<file path="config.mk">
export PLATFORM = sky130hd
export DESIGN_NAME = pipe_hazard_ctrl
export DESIGN_NICKNAME = d
export VERILOG_FILES = /design/src/rtl/pipe_ctrl_pkg.sv /design/src/rtl/load_scoreboard.sv /design/src/rtl/pipe_hazard_ctrl.sv
export SDC_FILE = /design/constraint.sdc
export NUM_CORES = 1
export LEC_CHECK = 0
export ABC_AREA = 1
export CAP_MARGIN = 15
export CORE_UTILIZATION = 65
export CTS_BUF_LIST = sky130_fd_sc_hd__clkbuf_8 sky130_fd_sc_hd__clkbuf_16
export DETAILED_ROUTE_END_ITERATION = 12
export DONT_BUFFER_PORTS = 1
export PLACE_DENSITY_LB_ADDON = 0.3
export SLEW_MARGIN = 20
export SYNTH_ARGS = -nofsm -noshare
export SYNTH_HDL_FRONTEND = slang
export SYNTH_SLANG_ARGS = --single-unit
export TNS_END_PERCENT = 100
</file>
<file path="constraint.sdc">
create_clock -name clk -period 4.5 [get_ports clk]
set_clock_uncertainty 0.15 [all_clocks]
set_input_delay 0.9 -clock clk [delete_from_list [all_inputs] [get_ports clk]]
set_output_delay 0.9 -clock clk [all_outputs]
set_load 0.02 [all_outputs]
</file>
<file path="src/rtl/pipe_ctrl_pkg.sv">
// Shared constants for the pipeline controller: stall vectors, stage bit indices and FSM encoding.
package pipe_ctrl_pkg;

  localparam logic [5:0] STALL_NONE  = 6'b000000;
  localparam logic [5:0] STALL_FETCH = 6'b000011;
  localparam logic [5:0] STALL_LOAD  = 6'b000111;
  localparam logic [5:0] STALL_MEM   = 6'b011111;

  localparam int unsigned ST_PC  = 0;
  localparam int unsigned ST_IF  = 1;
  localparam int unsigned ST_ID  = 2;
  localparam int unsigned ST_EX  = 3;
  localparam int unsigned ST_MEM = 4;
  localparam int unsigned ST_WB  = 5;

  typedef enum logic {
    RUN   = 1'b0,
    DRAIN = 1'b1
  } ctrl_state_e;

endpackage

</file>
<file path="src/rtl/load_scoreboard.sv">
// Pending-load scoreboard: one bit per register, set-wins update, two read ports that
// see a same-cycle WB clear (write-through regfile).
module load_scoreboard
  import pipe_ctrl_pkg::*;
#(
  parameter int unsigned NREG = 32,
  parameter int unsigned AW   = 5
) (
  input  logic            clk,
  input  logic            rst_n,
  input  logic            set_en,
  input  logic [AW-1:0]   set_rd,
  input  logic            clr_en,
  input  logic [AW-1:0]   clr_rd,
  input  logic            rs1_rd,
  input  logic [AW-1:0]   rs1,
  input  logic            rs2_rd,
  input  logic [AW-1:0]   rs2,
  output logic            rs1_hazard,
  output logic            rs2_hazard,
  output logic [NREG-1:0] busy
);

  logic [NREG-1:0] sb_q, sb_d;
  logic [NREG-1:0] set_mask, clr_mask, sb_eff;

  // Bit 0 of both masks stays zero so x0 is never tracked.
  always_comb begin
    set_mask = '0;
    clr_mask = '0;
    for (int unsigned i = 1; i < NREG; i++) begin
      set_mask[i] = set_en && (set_rd == AW'(i));
      clr_mask[i] = clr_en && (clr_rd == AW'(i));
    end
  end

  assign sb_eff = sb_q & ~clr_mask;
  assign sb_d   = sb_eff | set_mask;

  assign rs1_hazard = rs1_rd && (rs1 != '0) && sb_eff[rs1];
  assign rs2_hazard = rs2_rd && (rs2 != '0) && sb_eff[rs2];
  assign busy       = sb_q;

  always_ff @(posedge clk or negedge rst_n) begin
    if (!rst_n) begin
      sb_q <= '0;
    end else begin
      sb_q <= sb_d;
    end
  end

endmodule

</file>
<file path="src/rtl/pipe_hazard_ctrl.sv">
// 5-stage pipeline controller: load scoreboard, stall arbitration and IF/ID flush sequencing.
// Define PIPE_HAZARD_CTRL_PERF_EN to add stall/flush performance counters.
module pipe_hazard_ctrl
  import pipe_ctrl_pkg::*;
#(
  parameter int unsigned NREG = 32,
  parameter int unsigned AW   = 5
) (
  input  logic            clk,
  input  logic            rst_n,
  input  logic            id_valid,
  input  logic            id_rs1_rd,
  input  logic [AW-1:0]   id_rs1,
  input  logic            id_rs2_rd,
  input  logic [AW-1:0]   id_rs2,
  input  logic            id_is_load,
  input  logic [AW-1:0]   id_rd,
  input  logic            id_jump,
  input  logic            if_busy,
  input  logic            mem_busy,
  input  logic            wb_load,
  input  logic [AW-1:0]   wb_rd,
  output logic [5:0]      stall,
  output logic            flush_if_id,
  output logic            load_stall,
  output logic [NREG-1:0] sb_busy
`ifdef PIPE_HAZARD_CTRL_PERF_EN
  ,
  output logic [31:0]     perf_load_stall,
  output logic [31:0]     perf_mem_stall,
  output logic [31:0]     perf_flush
`endif
);

  ctrl_state_e state_q, state_d;
  logic        rs1_hazard, rs2_hazard;
  logic        sb_set;
  logic        jump_ok;

  load_scoreboard #(
    .NREG(NREG),
    .AW  (AW)
  ) u_sb (
    .clk       (clk),
    .rst_n     (rst_n),
    .set_en    (sb_set),
    .set_rd    (id_rd),
    .clr_en    (wb_load),
    .clr_rd    (wb_rd),
    .rs1_rd    (id_rs1_rd),
    .rs1       (id_rs1),
    .rs2_rd    (id_rs2_rd),
    .rs2       (id_rs2),
    .rs1_hazard(rs1_hazard),
    .rs2_hazard(rs2_hazard),
    .busy      (sb_busy)
  );

  assign load_stall = id_valid && (rs1_hazard || rs2_hazard);

  always_comb begin
    stall = STALL_NONE;
    if (mem_busy) begin
      stall = STALL_MEM;
    end else if (load_stall) begin
      stall = STALL_LOAD;
    end else if (if_busy || (state_q == DRAIN)) begin
      stall = STALL_FETCH;
    end
  end

  // A held ID re-presents its load/jump later, so neither may take effect now.
  assign sb_set  = !stall[ST_ID] && id_valid && id_is_load;
  assign jump_ok = !stall[ST_ID] && id_jump;

  always_comb begin
    state_d     = state_q;
    flush_if_id = 1'b0;
    unique case (state_q)
      RUN: begin
        if (jump_ok) begin
          flush_if_id = 1'b1;
          if (if_busy) begin
            state_d = DRAIN;
          end
        end
      end
      DRAIN: begin
        // The wrong-path fetch lands in the cycle if_busy drops; the flush discards it.
        flush_if_id = 1'b1;
        if (!if_busy) begin
          state_d = RUN;
        end
      end
      default: state_d = RUN;
    endcase
  end

  always_ff @(posedge clk or negedge rst_n) begin
    if (!rst_n) begin
      state_q <= RUN;
    end else begin
      state_q <= state_d;
    end
  end

`ifdef PIPE_HAZARD_CTRL_PERF_EN
  logic [31:0] perf_load_q, perf_mem_q, perf_flush_q;
  logic        mem_sel, load_sel;

  assign mem_sel  = mem_busy;
  assign load_sel = !mem_busy && load_stall;

  always_ff @(posedge clk or negedge rst_n) begin
    if (!rst_n) begin
      perf_load_q  <= '0;
      perf_mem_q   <= '0;
      perf_flush_q <= '0;
    end else begin
      if (load_sel)    perf_load_q  <= perf_load_q + 32'd1;
      if (mem_sel)     perf_mem_q   <= perf_mem_q + 32'd1;
      if (flush_if_id) perf_flush_q <= perf_flush_q + 32'd1;
    end
  end

  assign perf_load_stall = perf_load_q;
  assign perf_mem_stall  = perf_mem_q;
  assign perf_flush      = perf_flush_q;
`endif

endmodule

</file>
* Yosys cells after proc, flatten, opt, wreduce, memory -nomap -nowiden *
Index checks and enable logic that the tools add are counted.

word-level totals
  register bits after elaboration = 33
  logic and storage cells = 157
  output and inout bits = 40
  input bits = 30

cells by class
  reductions and logical operators = 75
  $lt $le $gt $ge = 2
  mux-type cells = 12
  equality and inequality tests = 62
  bitwise gates (word level) = 4

operator list
  kind                                                                    count
  5-bit equality test (second input constant)                             32
  5-bit by 4-bit equality test with 1-bit output (second input constant)  16
  1-bit logical AND                                                       70
  5-bit by 3-bit equality test with 1-bit output (second input constant)  8
  32-bit bitwise AND                                                      1
  32-bit inverter                                                         1
  32-bit bitwise OR                                                       1
  5-bit by 2-bit equality test with 1-bit output (second input constant)  4
  5-bit by 6-bit < comparator with 1-bit output (second input constant)   2
  1-bit binary-select mux with 5-bit select                               2
  5-bit by 1-bit equality test with 1-bit output (second input constant)  2
  5-bit nonzero test                                                      2
  6-bit 2-to-1 mux                                                        1
  1-bit 2-to-1 mux                                                        5
  1-bit case mux with 2 select lines                                      2
  3-bit 2-to-1 mux                                                        1
  1-bit logical OR                                                        2
  2-bit 2-to-1 mux                                                        1
  1-bit zero test                                                         1
  1-bit inverter                                                          1

* Longest topological paths before layout *
Gate-level depths: netlist of run 1.

  word-level depth = 16
  gate-level depth with buffers = 19
  depth with buffers taken out = 18

* Hierarchy *
From an unflattened synthesis of run 1, not the netlist that was laid out.

unflattened totals
  cells, all modules = 368
  area total of the unflattened synthesis = 2349.8 sq um

modules (own cells, without submodules)
  module            area each (sq um)  seq. area each (sq um)  cells an instance  times used
  load_scoreboard   2227.1             775.7                   350                1
  pipe_hazard_ctrl  122.6              25.0                    18                 1

* Least setup slack after synthesis of run 1 *
OpenSTA, ideal clock, no wires.

  path kind = input to output
  start = in wb_load
  end = out stall[1]
  cell stages on the path = 17
  required time = 3450 ps
  arrival = 2520 ps
  slack = 930 ps
  path buffers = 2
  cells stage by stage = inv_1 nor2_4 buf_2 nand3_1 nand3_1 nand3_1 nand2_1 nand2_1 nand2_1 inv_1 nand2_1 nand2_1 nand3_1 nand2_1 nand2_2 nand4_1 buf_4

on the way
  word-level cells in the longest chain between the ends = 10
  elaborated cells between the ends (all ways) = 43
  those cells by class = 6 x mux; 2 x bitwise; 35 x reduce/logical

ends and longest elaborated chain
  item                                                                 line                                          text
  start, declared                                                      pipe_hazard_ctrl.sv:21                        input logic wb_load,
  1-bit logical AND                                                    load_scoreboard.sv:33                         clr_mask[i] = clr_en && (clr_rd == AW'(i));
  32-bit inverter (*)                                                  load_scoreboard.sv:37                         assign sb_eff = sb_q & ~clr_mask;
  32-bit bitwise AND (*)                                               load_scoreboard.sv:37
  1-bit binary-select mux with 5-bit select, on equally long branches  load_scoreboard.sv:40, load_scoreboard.sv:41
  1-bit 2-to-1 mux, on equally long branches                           load_scoreboard.sv:40, load_scoreboard.sv:41
  1-bit logical AND, on equally long branches                          load_scoreboard.sv:40, load_scoreboard.sv:41
  1-bit logical OR (*)                                                 pipe_hazard_ctrl.sv:59                        assign load_stall = id_valid && (rs1_hazard || rs2_hazard);
  1-bit logical AND (*)                                                pipe_hazard_ctrl.sv:59
  3-bit 2-to-1 mux (*)                                                 pipe_hazard_ctrl.sv:65                        end else if (load_stall) begin
  6-bit 2-to-1 mux (*)                                                 pipe_hazard_ctrl.sv:63                        if (mem_busy) begin
  end, declared                                                        pipe_hazard_ctrl.sv:23                        output logic [5:0] stall,

Every way passes the cells marked *; elsewhere a longest branch is shown, timed or not. The select of a mux whose other input is x is not followed.

* Worst setup path after layout of run 1 *
  start = in wb_rd[1]
  end = out stall[1]

on the way
  word-level cells in the longest chain between the ends = 11
  elaborated cells between the ends (all ways) = 74
  those cells by class = 31 x eq/ne; 6 x mux; 2 x bitwise; 35 x reduce/logical

ends and longest elaborated chain
  item                                                                          line                                          text
  start, declared                                                               pipe_hazard_ctrl.sv:22                        input logic [AW-1:0] wb_rd,
  5-bit by 1-bit equality test with 1-bit output, or another cell as far along  load_scoreboard.sv:33
  1-bit logical AND                                                             load_scoreboard.sv:33
  32-bit inverter (*)                                                           load_scoreboard.sv:37
  32-bit bitwise AND (*)                                                        load_scoreboard.sv:37
  1-bit binary-select mux with 5-bit select, on equally long branches           load_scoreboard.sv:40, load_scoreboard.sv:41
  1-bit 2-to-1 mux, on equally long branches                                    load_scoreboard.sv:40, load_scoreboard.sv:41
  1-bit logical AND, on equally long branches                                   load_scoreboard.sv:40, load_scoreboard.sv:41
  1-bit logical OR (*)                                                          pipe_hazard_ctrl.sv:59
  1-bit logical AND (*)                                                         pipe_hazard_ctrl.sv:59
  3-bit 2-to-1 mux (*)                                                          pipe_hazard_ctrl.sv:65
  6-bit 2-to-1 mux (*)                                                          pipe_hazard_ctrl.sv:63

Marked as above.

==> results.sh, run 1 <==
export IMPL_status="finished, final reports clean"
export IMPL_crit_arrival_ns=2.83
export IMPL_syn_inst=388
export IMPL_max_freq_mhz=258
export IMPL_max_stage_delay_ns=0.47
export IMPL_dr_total_vias=2822
export IMPL_cts_num_sinks=32
export IMPL_final_area_um2=2500
export IMPL_reg2reg_depth=13
export IMPL_synth_compound_area_share_pct=9.48
export IMPL_holdCritPathClass="in -> async"
export IMPL_cts_resized=0
export IMPL_wl_per_cell_um=19.2
export IMPL_final_setup_tns_ns=0
export IMPL_grt_max_degree=33
export IMPL_max_cap_viol_count=0
export IMPL_leakage_nw=1.13
export IMPL_fin_crit_sh_pct=86.1
export IMPL_crit_top_cell="nand2_1"
export IMPL_crit_chain="nor2_1, nand3_1, nand2_1, nand2_1, nand2_1, inv_1, nand2_1, nand2_1, nand2_1, inv_1, nand2_1, nand2_1, nand3_1, nand2_1, nand2_2, nand4_1"
export IMPL_synth_enable_flop_cells=0
export IMPL_setup_slack_ns=0.625
export IMPL_cts_setup_buffers=0
export IMPL_cts_root_buf="clkbuf_8"
export IMPL_hold_viol_final=0
export IMPL_htree_levels=2
export IMPL_grt_antenna_before_repair=0
export IMPL_cp_end_kind="primary output"
export IMPL_yosys_most_used_dff="dfrtp_1"
export IMPL_worstMarginPinSlew_ns=0.764
export IMPL_cts_hold_buf=0
export IMPL_path_max_fanout=7
export IMPL_globalplace_congestion=1.08
export IMPL_drc=0
export IMPL_dp_hpwl_um=5930
export IMPL_fp_coreArea_um2=3470
export IMPL_cts_buffer_depth=2
export IMPL_vdd_drop_max_uv=210
export IMPL_grt_overflow_total=0
export IMPL_rsz0062_at_grt="no"
export IMPL_grt_use_total_pct=42.0
export IMPL_async_flop_share_pct=100
export IMPL_drtAntennaViolNets=0
export IMPL_first_pass_iters=6
export IMPL_yosysTopAreaCell="dfrtp_1"
export IMPL_synth_adder_area_share_pct=0
export IMPL_rows=21
export IMPL_syn_area_um2=2430
export IMPL_yosys_top_cells_count="nand3_1, nand2_1, dfrtp_1, inv_1, o21ai_1"
export IMPL_critPathRequiredTime_ns=3.45
export IMPL_finalSetupViolCount=0
export IMPL_synthXorXnorAreaFrac_pct=0
export IMPL_yosysTopAreaCellShare_pct=33.0
export IMPL_ys_warn_count=0
export IMPL_die_x_um=63.1
export IMPL_port_buffers=0
export IMPL_pre_cts_ws_ns=0.745
export IMPL_io_pins=70
export IMPL_clk_latency_ns=0.29
export IMPL_synth_most_common_cell="nand3_1"
export IMPL_worstSetupPathType="in -> out"
export IMPL_synth_area_leaders="dfrtp_1, nand3_1, nand2_1"
export IMPL_syn_area_per_cell_um2=6.26
export IMPL_crit_end="stall[1]"
export IMPL_r2r_end="u_sb.busy[10]"
export IMPL_synthToLayoutAreaGrowth_pct=2.89
export IMPL_finalMaxSlewViolations=0
export IMPL_die_area_um2=3980
export IMPL_final_util_pct=72.0
export IMPL_start_util_pct=70.0
export IMPL_relSlewSlack_pct=48.9
export IMPL_cp_start_kind="primary input"
export IMPL_synth_top_family_by_area="simple AND/OR/NAND/NOR gates"
export IMPL_ys_seq_elements=32
export IMPL_r2r_slack_ns=1.94
export IMPL_period_needed_ns=3.88
export IMPL_ys_types=21
export IMPL_synth_simple_area_share_pct=47.6
export IMPL_cts_tree="yes"
export IMPL_wl_um=8160
export IMPL_nets=408
export IMPL_dpl_instance_area_um2=2390
export IMPL_r2r_start="u_sb.busy[14]"
export IMPL_drive_gt1_share_pct=4.22
export IMPL_viasPerCell=6.64
export IMPL_die_h_um=63.1
export IMPL_ys_seq_area_share_pct=33.0
export IMPL_diodes=0
export IMPL_setup_worst_path_start="wb_rd[1]"
export IMPL_drt_iter0_markers=422
export IMPL_hold_worst_slack_ns=0.151
export IMPL_grt_pass1_vias=2553
export IMPL_clk_pin_slew_ns=0.07
export IMPL_cts_buffers=5
export IMPL_powerDensity_nw_per_um2=336
export IMPL_crit_path_top_delay_cell="nor2_1"
export IMPL_muxShareOfSynthArea_pct=0
export IMPL_grt_pass1_wl_um=12800
==> state kept, by name, indices dropped and copies added, names as in the netlist <==
name       count
state_q        1
u_sb.busy     31
==> metrics by stage <==
stage                     instances  power (mW)
final                           425       0.839
after global routing            425       0.868
after CTS                       425       0.830
after detailed placement        417       0.563
after global placement          417       0.561
after floorplan                 389       0.531
==> final cells by class <==
| class | instances | area [um2] |
|---|---|---|
| clock buffer | 5 | 68.8 |
| clock inverter | 3 | 38.8 |
| fill | 311 | 971 |
| inverter | 37 | 139 |
| multi-input combinational | 302 | 1390 |
| sequential | 32 | 801 |
| tap | 46 | 57.6 |
==> worst min-delay path by stage <==
stage,from,to,slack [ns],cells after the start
after floorplan,state_q,state_q,0.36,2
after global placement,state_q,state_q,0.38,2
after detailed placement,state_q,state_q,0.38,2
after CTS,rst_n,u_sb.busy[21],0.15,0
after global routing,rst_n,u_sb.busy[11],0.15,0
final,rst_n,u_sb.busy[11],0.15,0
==> power by group <==
group | total (mW) | leakage, nW | internal (mW) | switching, mW
logic | 0.164 | 0.637 | 0.0539 | 0.111
clock network | 0.274 | 0.0593 | 0.162 | 0.112
registers | 0.401 | 0.429 | 0.321 | 0.0798
==> cell families (layout without fill, tap and decap cells) <==
logic type	after synthesis	after routing
and+or+nand+nor	256	256
buffers and inverters	55	45
AOI/OAI and AO/OA	44	44
DFF	32	32
other	1	2
==> per-layer routing <==
| layer | vias up | routed length (um) | global-route usage, % |
|---|---|---|---|
| met5 | - | 0 | 0 |
| met4 | 0 | 205 | 14.2 |
| met3 | 33 | 1290 | 13.9 |
| met2 | 246 | 3580 | 62.9 |
| met1 | 1262 | 3090 | 56.5 |
| li1 | 1281 | - | - |
==> cell usage in the layout, fill, tap and decap left out, types with 2 or more instances in the layout <==
| cell | instances |
|---|---|
| nand3_1 | 136 |
| nand2_1 | 90 |
| inv_1 | 33 |
| dfrtp_1 | 32 |
| o21ai_1 | 28 |
| nor2_1 | 24 |
| a21oi_1 | 10 |
| clkbuf_8 | 5 |
| inv_2 | 4 |
| o21bai_1 | 3 |
| nor2_2 | 2 |
| o21ai_0 | 2 |
| conb_1 | 2 |
==> critical path: cells and delay by family <==
kind,cells,cell delay (ns)
buffers and inverters,2,0.07
AND/OR/NAND/NOR,14,1.85
Note: power is estimated with default switching activity, not from simulation.
==> run 2: changes to the inputs <==
--- a/config.mk
+++ b/config.mk
@@ -7,11 +7,14 @@
 export LEC_CHECK = 0
 export ABC_AREA = 1
 export CAP_MARGIN = 15
-export CORE_UTILIZATION = 65
+export CELL_PAD_IN_SITES_DETAIL_PLACEMENT = 1
+export CELL_PAD_IN_SITES_GLOBAL_PLACEMENT = 2
+export CORE_UTILIZATION = 35
 export CTS_BUF_LIST = sky130_fd_sc_hd__clkbuf_8 sky130_fd_sc_hd__clkbuf_16
 export DETAILED_ROUTE_END_ITERATION = 12
 export DONT_BUFFER_PORTS = 1
 export PLACE_DENSITY_LB_ADDON = 0.3
+export REMOVE_ABC_BUFFERS = 1
 export SLEW_MARGIN = 20
 export SYNTH_ARGS = -nofsm -noshare
 export SYNTH_HDL_FRONTEND = slang
==> run 2 against run 1 <==
Against the previous run: design area rose by 0.85%; combinational power barely moved; die area rose by 83%; maximum frequency rose by 0.91%; setup slack improved by 0.035 ns; worst hold slack got worse by 0.0061 ns; non-clock buffer count did not move.
==> results.sh, run 2 (synthesized netlist as in run 1, its figures left out) <==
export IMPL_status="finished, final reports clean"
export IMPL_viasPerCell=5.94
export IMPL_cp_end_kind="primary output"
export IMPL_cts_setup_buffers=0
export IMPL_drt_iter0_markers=180
export IMPL_final_cell_mix="nand3_1, nand2_1, inv_1"
export IMPL_crit_arrival_ns=2.79
export IMPL_wl_um=9330
export IMPL_wl_per_cell_um=20.5
export IMPL_fin_crit_sh_pct=85.3
export IMPL_fillerInstances=895
export IMPL_relSlewSlack_pct=41.6
export IMPL_cts_hold_buf=0
export IMPL_r2r_start="u_sb.busy[11]"
export IMPL_holdCritPathClass="in -> async"
export IMPL_die_area_um2=7270
export IMPL_drtAntennaViolNets=0
export IMPL_grt_overflow_total=0
export IMPL_cts_buffers=5
export IMPL_io_pins=70
export IMPL_finalMaxSlewViolations=0
export IMPL_grt_use_total_pct=27.0
export IMPL_first_pass_iters=5
export IMPL_port_buffers=0
export IMPL_period_needed_ns=3.84
export IMPL_cts_tree="yes"
export IMPL_cp_start_kind="primary input"
export IMPL_dp_hpwl_um=6940
export IMPL_cts_num_sinks=32
export IMPL_r2r_slack_ns=1.96
export IMPL_nets=408
export IMPL_clk_latency_ns=0.29
export IMPL_start_util_pct=37.2
export IMPL_max_cap_viol_count=0
export IMPL_rows=29
export IMPL_grt_antenna_before_repair=0
export IMPL_final_setup_tns_ns=0
export IMPL_leakage_nw=1.12
export IMPL_rsz0062_at_grt="no"
export IMPL_finalSetupViolCount=0
export IMPL_diodes=0
export IMPL_dp_cells=448
export IMPL_clk_pin_slew_ns=0.07
export IMPL_grt_pass1_wl_um=14800
export IMPL_reg2reg_depth=12
export IMPL_cts_resized=0
export IMPL_worstSetupPathType="in -> out"
export IMPL_r2r_end="u_sb.busy[31]"
export IMPL_drc=0
export IMPL_dr_total_vias=2707
export IMPL_critPathRequiredTime_ns=3.45
export IMPL_fp_coreArea_um2=6530
export IMPL_cts_buffer_depth=2
export IMPL_cts_root_buf="clkbuf_8"
export IMPL_fin_cells=456
export IMPL_powerDensity_nw_per_um2=319
export IMPL_die_h_um=85.3
export IMPL_vdd_drop_max_uv=100
export IMPL_globalplace_congestion=0.941
export IMPL_htree_levels=2
export IMPL_layout_commonest_cell="nand3_1"
export IMPL_largest_reg_flops=31
export IMPL_synthToLayoutAreaGrowth_pct=3.76
export IMPL_grt_max_degree=33
export IMPL_worstMarginPinSlew_ns=0.873
export IMPL_die_x_um=85.3
export IMPL_power_mw=0.802
export IMPL_max_freq_mhz=260
export IMPL_drive_gt1_share_pct=3.96
export IMPL_path_max_fanout=5
export IMPL_grt_pass1_vias=2686
export IMPL_hold_viol_final=0
==> run 2: area by class of cell <==
class / count / area (um2) / share of cell area, %
Tap cell: 77 / 96.3 / 3.83
Inverter: 37 / 139 / 5.51
Sequential cell: 32 / 801 / 31.8
Clock inverter: 2 / 7.51 / 0.298
Multi-Input combinational cell: 302 / 1390 / 55.3
Clock buffer: 6 / 82.6 / 3.28
==> run 2: power by group <==
group,internal (mW),leakage (nW),total [mW],switching (mW)
registers,0.321,0.429,0.400,0.0794
clock network,0.120,0.0538,0.237,0.117
logic,0.0539,0.637,0.165,0.111
==> run 2: per-layer routing <==
| layer | vias up | part of all wire (%) | track usage [%] |
|---|---|---|---|
| met1 | 1308 | 45 | 37.2 |
| met5 | - | 0 | 0 |
| met4 | 0 | 2.1 | 8.94 |
| li1 | 1282 | - | - |
| met2 | 104 | 46 | 42.7 |
| met3 | 13 | 6.8 | 5.16 |
==> run 2: through the flow <==
| stage | utilization [%] | instance area (um2) | setup WS, ns | hold WS (ns) |
|---|---|---|---|---|
| 6_report | 38.6 | 2520 | 0.659 | 0.145 |
| 5_1_grt | 38.6 | 2520 | 0.429 | 0.134 |
| 4_1_cts | 38.6 | 2520 | 0.711 | 0.142 |
| 3_5_place_dp | 37.2 | 2430 | 0.709 | 0.397 |
| 3_3_place_gp | 37.2 | 2430 | 0.678 | 0.384 |
| 2_1_floorplan | - | 2330 | 1.09 | 0.360 |
==> run 2: worst max path at each step <==
stage                     startpoint  endpoint  slack (ns)  depth (start not counted)
after floorplan              wb_load  stall[0]        1.09                         17
after global placement      wb_rd[3]  stall[0]        0.68                         14
after detailed placement     wb_load  stall[1]        0.71                         15
after CTS                   wb_rd[3]  stall[1]        0.71                         12
after global routing        wb_rd[3]  stall[1]        0.43                         12
final                       wb_rd[0]  stall[1]        0.66                         14
==> run 2: worst max-delay path, cell delays in order <==
cell and delay, ns:
inv_1 0.06, nand2_1 0.12, nor2_1 0.30, nand2_1 0.17, nand3_1 0.10, nand3_1 0.14, nand2_1 0.10, nand3_1 0.07
nand2_1 0.11, nand2_1 0.07, nand3_1 0.08, nand2_1 0.06, nand2_2 0.10, nand4_1 0.41
==> run 3: changes to the inputs <==
--- a/config.mk
+++ b/config.mk
@@ -13,7 +13,7 @@
 export CTS_BUF_LIST = sky130_fd_sc_hd__clkbuf_8 sky130_fd_sc_hd__clkbuf_16
 export DETAILED_ROUTE_END_ITERATION = 12
 export DONT_BUFFER_PORTS = 1
-export PLACE_DENSITY_LB_ADDON = 0.3
+export PLACE_DENSITY_LB_ADDON = 0.1
 export REMOVE_ABC_BUFFERS = 1
 export SLEW_MARGIN = 20
 export SYNTH_ARGS = -nofsm -noshare
==> run 3 against run 2 <==
Against the previous run: non-clock buffer count unchanged; sequential share of layout area unchanged; sequential power about the same; clock-buffer cell count unchanged; design area unchanged; critical path type unchanged; largest cell class unchanged.
==> results.sh, run 3 (synthesized netlist as in run 1, its figures left out) <==
export IMPL_holdCritPathClass="in -> async"
export IMPL_worstSetupPathType="in -> out"
export IMPL_grt_overflow_total=0
export IMPL_diodes=0
export IMPL_pre_cts_ws_ns=0.707
export IMPL_io_pins=70
export IMPL_leakage_nw=1.12
export IMPL_crit_chain="nor2_1, nand3_1, nand3_1, nand3_1, nand3_1, nand3_1, nand3_1, nand2_1, nand2_1, nand2_1, nand2_2, nand4_1"
export IMPL_dpl_instance_area_um2=2430
export IMPL_status="finished, final reports clean"
export IMPL_grt_max_degree=33
export IMPL_crit_path_top_delay_cell="nand4_1"
export IMPL_setup_slack_ns=0.662
export IMPL_cts_resized=0
export IMPL_powerDensity_nw_per_um2=318
export IMPL_globalplace_congestion=1.01
export IMPL_max_cap_viol_count=0
export IMPL_cts_root_buf="clkbuf_8"
export IMPL_finalSetupViolCount=0
export IMPL_cp_end_kind="primary output"
export IMPL_cts_setup_buffers=0
export IMPL_grt_pass1_wl_um=15100
export IMPL_cts_buffers=5
export IMPL_cts_num_sinks=32
export IMPL_viasPerCell=6.02
export IMPL_drc=0
export IMPL_wl_per_cell_um=20.9
export IMPL_max_stage_delay_ns=0.41
export IMPL_wl_um=9530
export IMPL_rsz0062_at_grt="no"
export IMPL_cts_buffer_depth=2
export IMPL_path_max_fanout=7
export IMPL_htree_levels=2
export IMPL_die_h_um=85.3
export IMPL_drtAntennaViolNets=0
export IMPL_layout_commonest_cell="nand3_1"
export IMPL_critPathRequiredTime_ns=3.45
export IMPL_cp_start_kind="primary input"
export IMPL_final_cell_mix="nand3_1, nand2_1, inv_1"
export IMPL_start_util_pct=37.2
export IMPL_period_needed_ns=3.84
export IMPL_hold_viol_final=0
export IMPL_largest_reg_flops=31
export IMPL_dr_total_vias=2744
export IMPL_rows=29
export IMPL_synthToLayoutAreaGrowth_pct=3.76
export IMPL_fin_crit_sh_pct=85.3
export IMPL_power_mw=0.802
export IMPL_final_util_pct=38.6
export IMPL_max_freq_mhz=261
export IMPL_die_x_um=85.3
export IMPL_crit_arrival_ns=2.79
export IMPL_final_area_um2=2520
export IMPL_vdd_drop_max_uv=113
export IMPL_relSlewSlack_pct=35.9
export IMPL_grt_use_total_pct=27.5
export IMPL_dp_cells=448
export IMPL_fillerInstances=888
export IMPL_clk_latency_ns=0.29
export IMPL_drive_gt1_share_pct=3.96
export IMPL_cts_tree="yes"
export IMPL_die_area_um2=7270
export IMPL_dp_hpwl_um=7060
export IMPL_port_buffers=0
export IMPL_cts_hold_buf=0
export IMPL_worstMarginPinSlew_ns=0.958
export IMPL_first_pass_iters=4
export IMPL_crit_top_cell="nand3_1"
export IMPL_final_setup_tns_ns=0
export IMPL_clk_pin_slew_ns=0.07
export IMPL_grt_antenna_before_repair=0
export IMPL_nets=408
export IMPL_hold_worst_slack_ns=0.147
export IMPL_drt_iter0_markers=153
export IMPL_cp_top_family="simple AND/OR/NAND/NOR gates"
export IMPL_grt_pass1_vias=2749
export IMPL_finalMaxSlewViolations=0
export IMPL_fin_cells=456
export IMPL_crit_buf_inv=0
export IMPL_fp_coreArea_um2=6530
-- run 3: layer usage --
layer  wire length (um)  part of all wire (%)  vias to the layer above  track usage [%]
li1                   -                     -                     1275                -
met1               4450                    47                     1340             37.7
met2               4080                    43                      109             41.3
met3                693                   7.3                       20             6.81
met4                299                   3.1                        0             11.4
met5                  0                     0                        -                0
-- run 3: cell type report --
class,count,area [um2],share of cell area (%)
clock buffers,6,82.6,3.28
clock inverters,2,7.51,0.298
inverters,37,139,5.51
multi-input cells,302,1390,55.3
flip-flops and latches,32,801,31.8
well taps,77,96.3,3.83
-- run 3: power breakdown --
part	total [mW]	internal (mW)	switching, mW
clock	0.234	0.120	0.114
sequential	0.401	0.321	0.0802
combinational	0.166	0.0539	0.112
-- run 3: final timing paths --
check	to	slack [ns]	from	depth (start not counted)
worst max-delay path	stall[0]	0.66	wb_rd[3]	12
worst min-delay path	u_sb.busy[3]	0.15	rst_n	0
worst max register to register	u_sb.busy[13]	1.90	u_sb.busy[11]	12
worst min register to register	state_q	0.39	state_q	2
max in group asynchronous	u_sb.busy[25]	3.96	rst_n	0
min in group clk	state_q	0.39	state_q	2
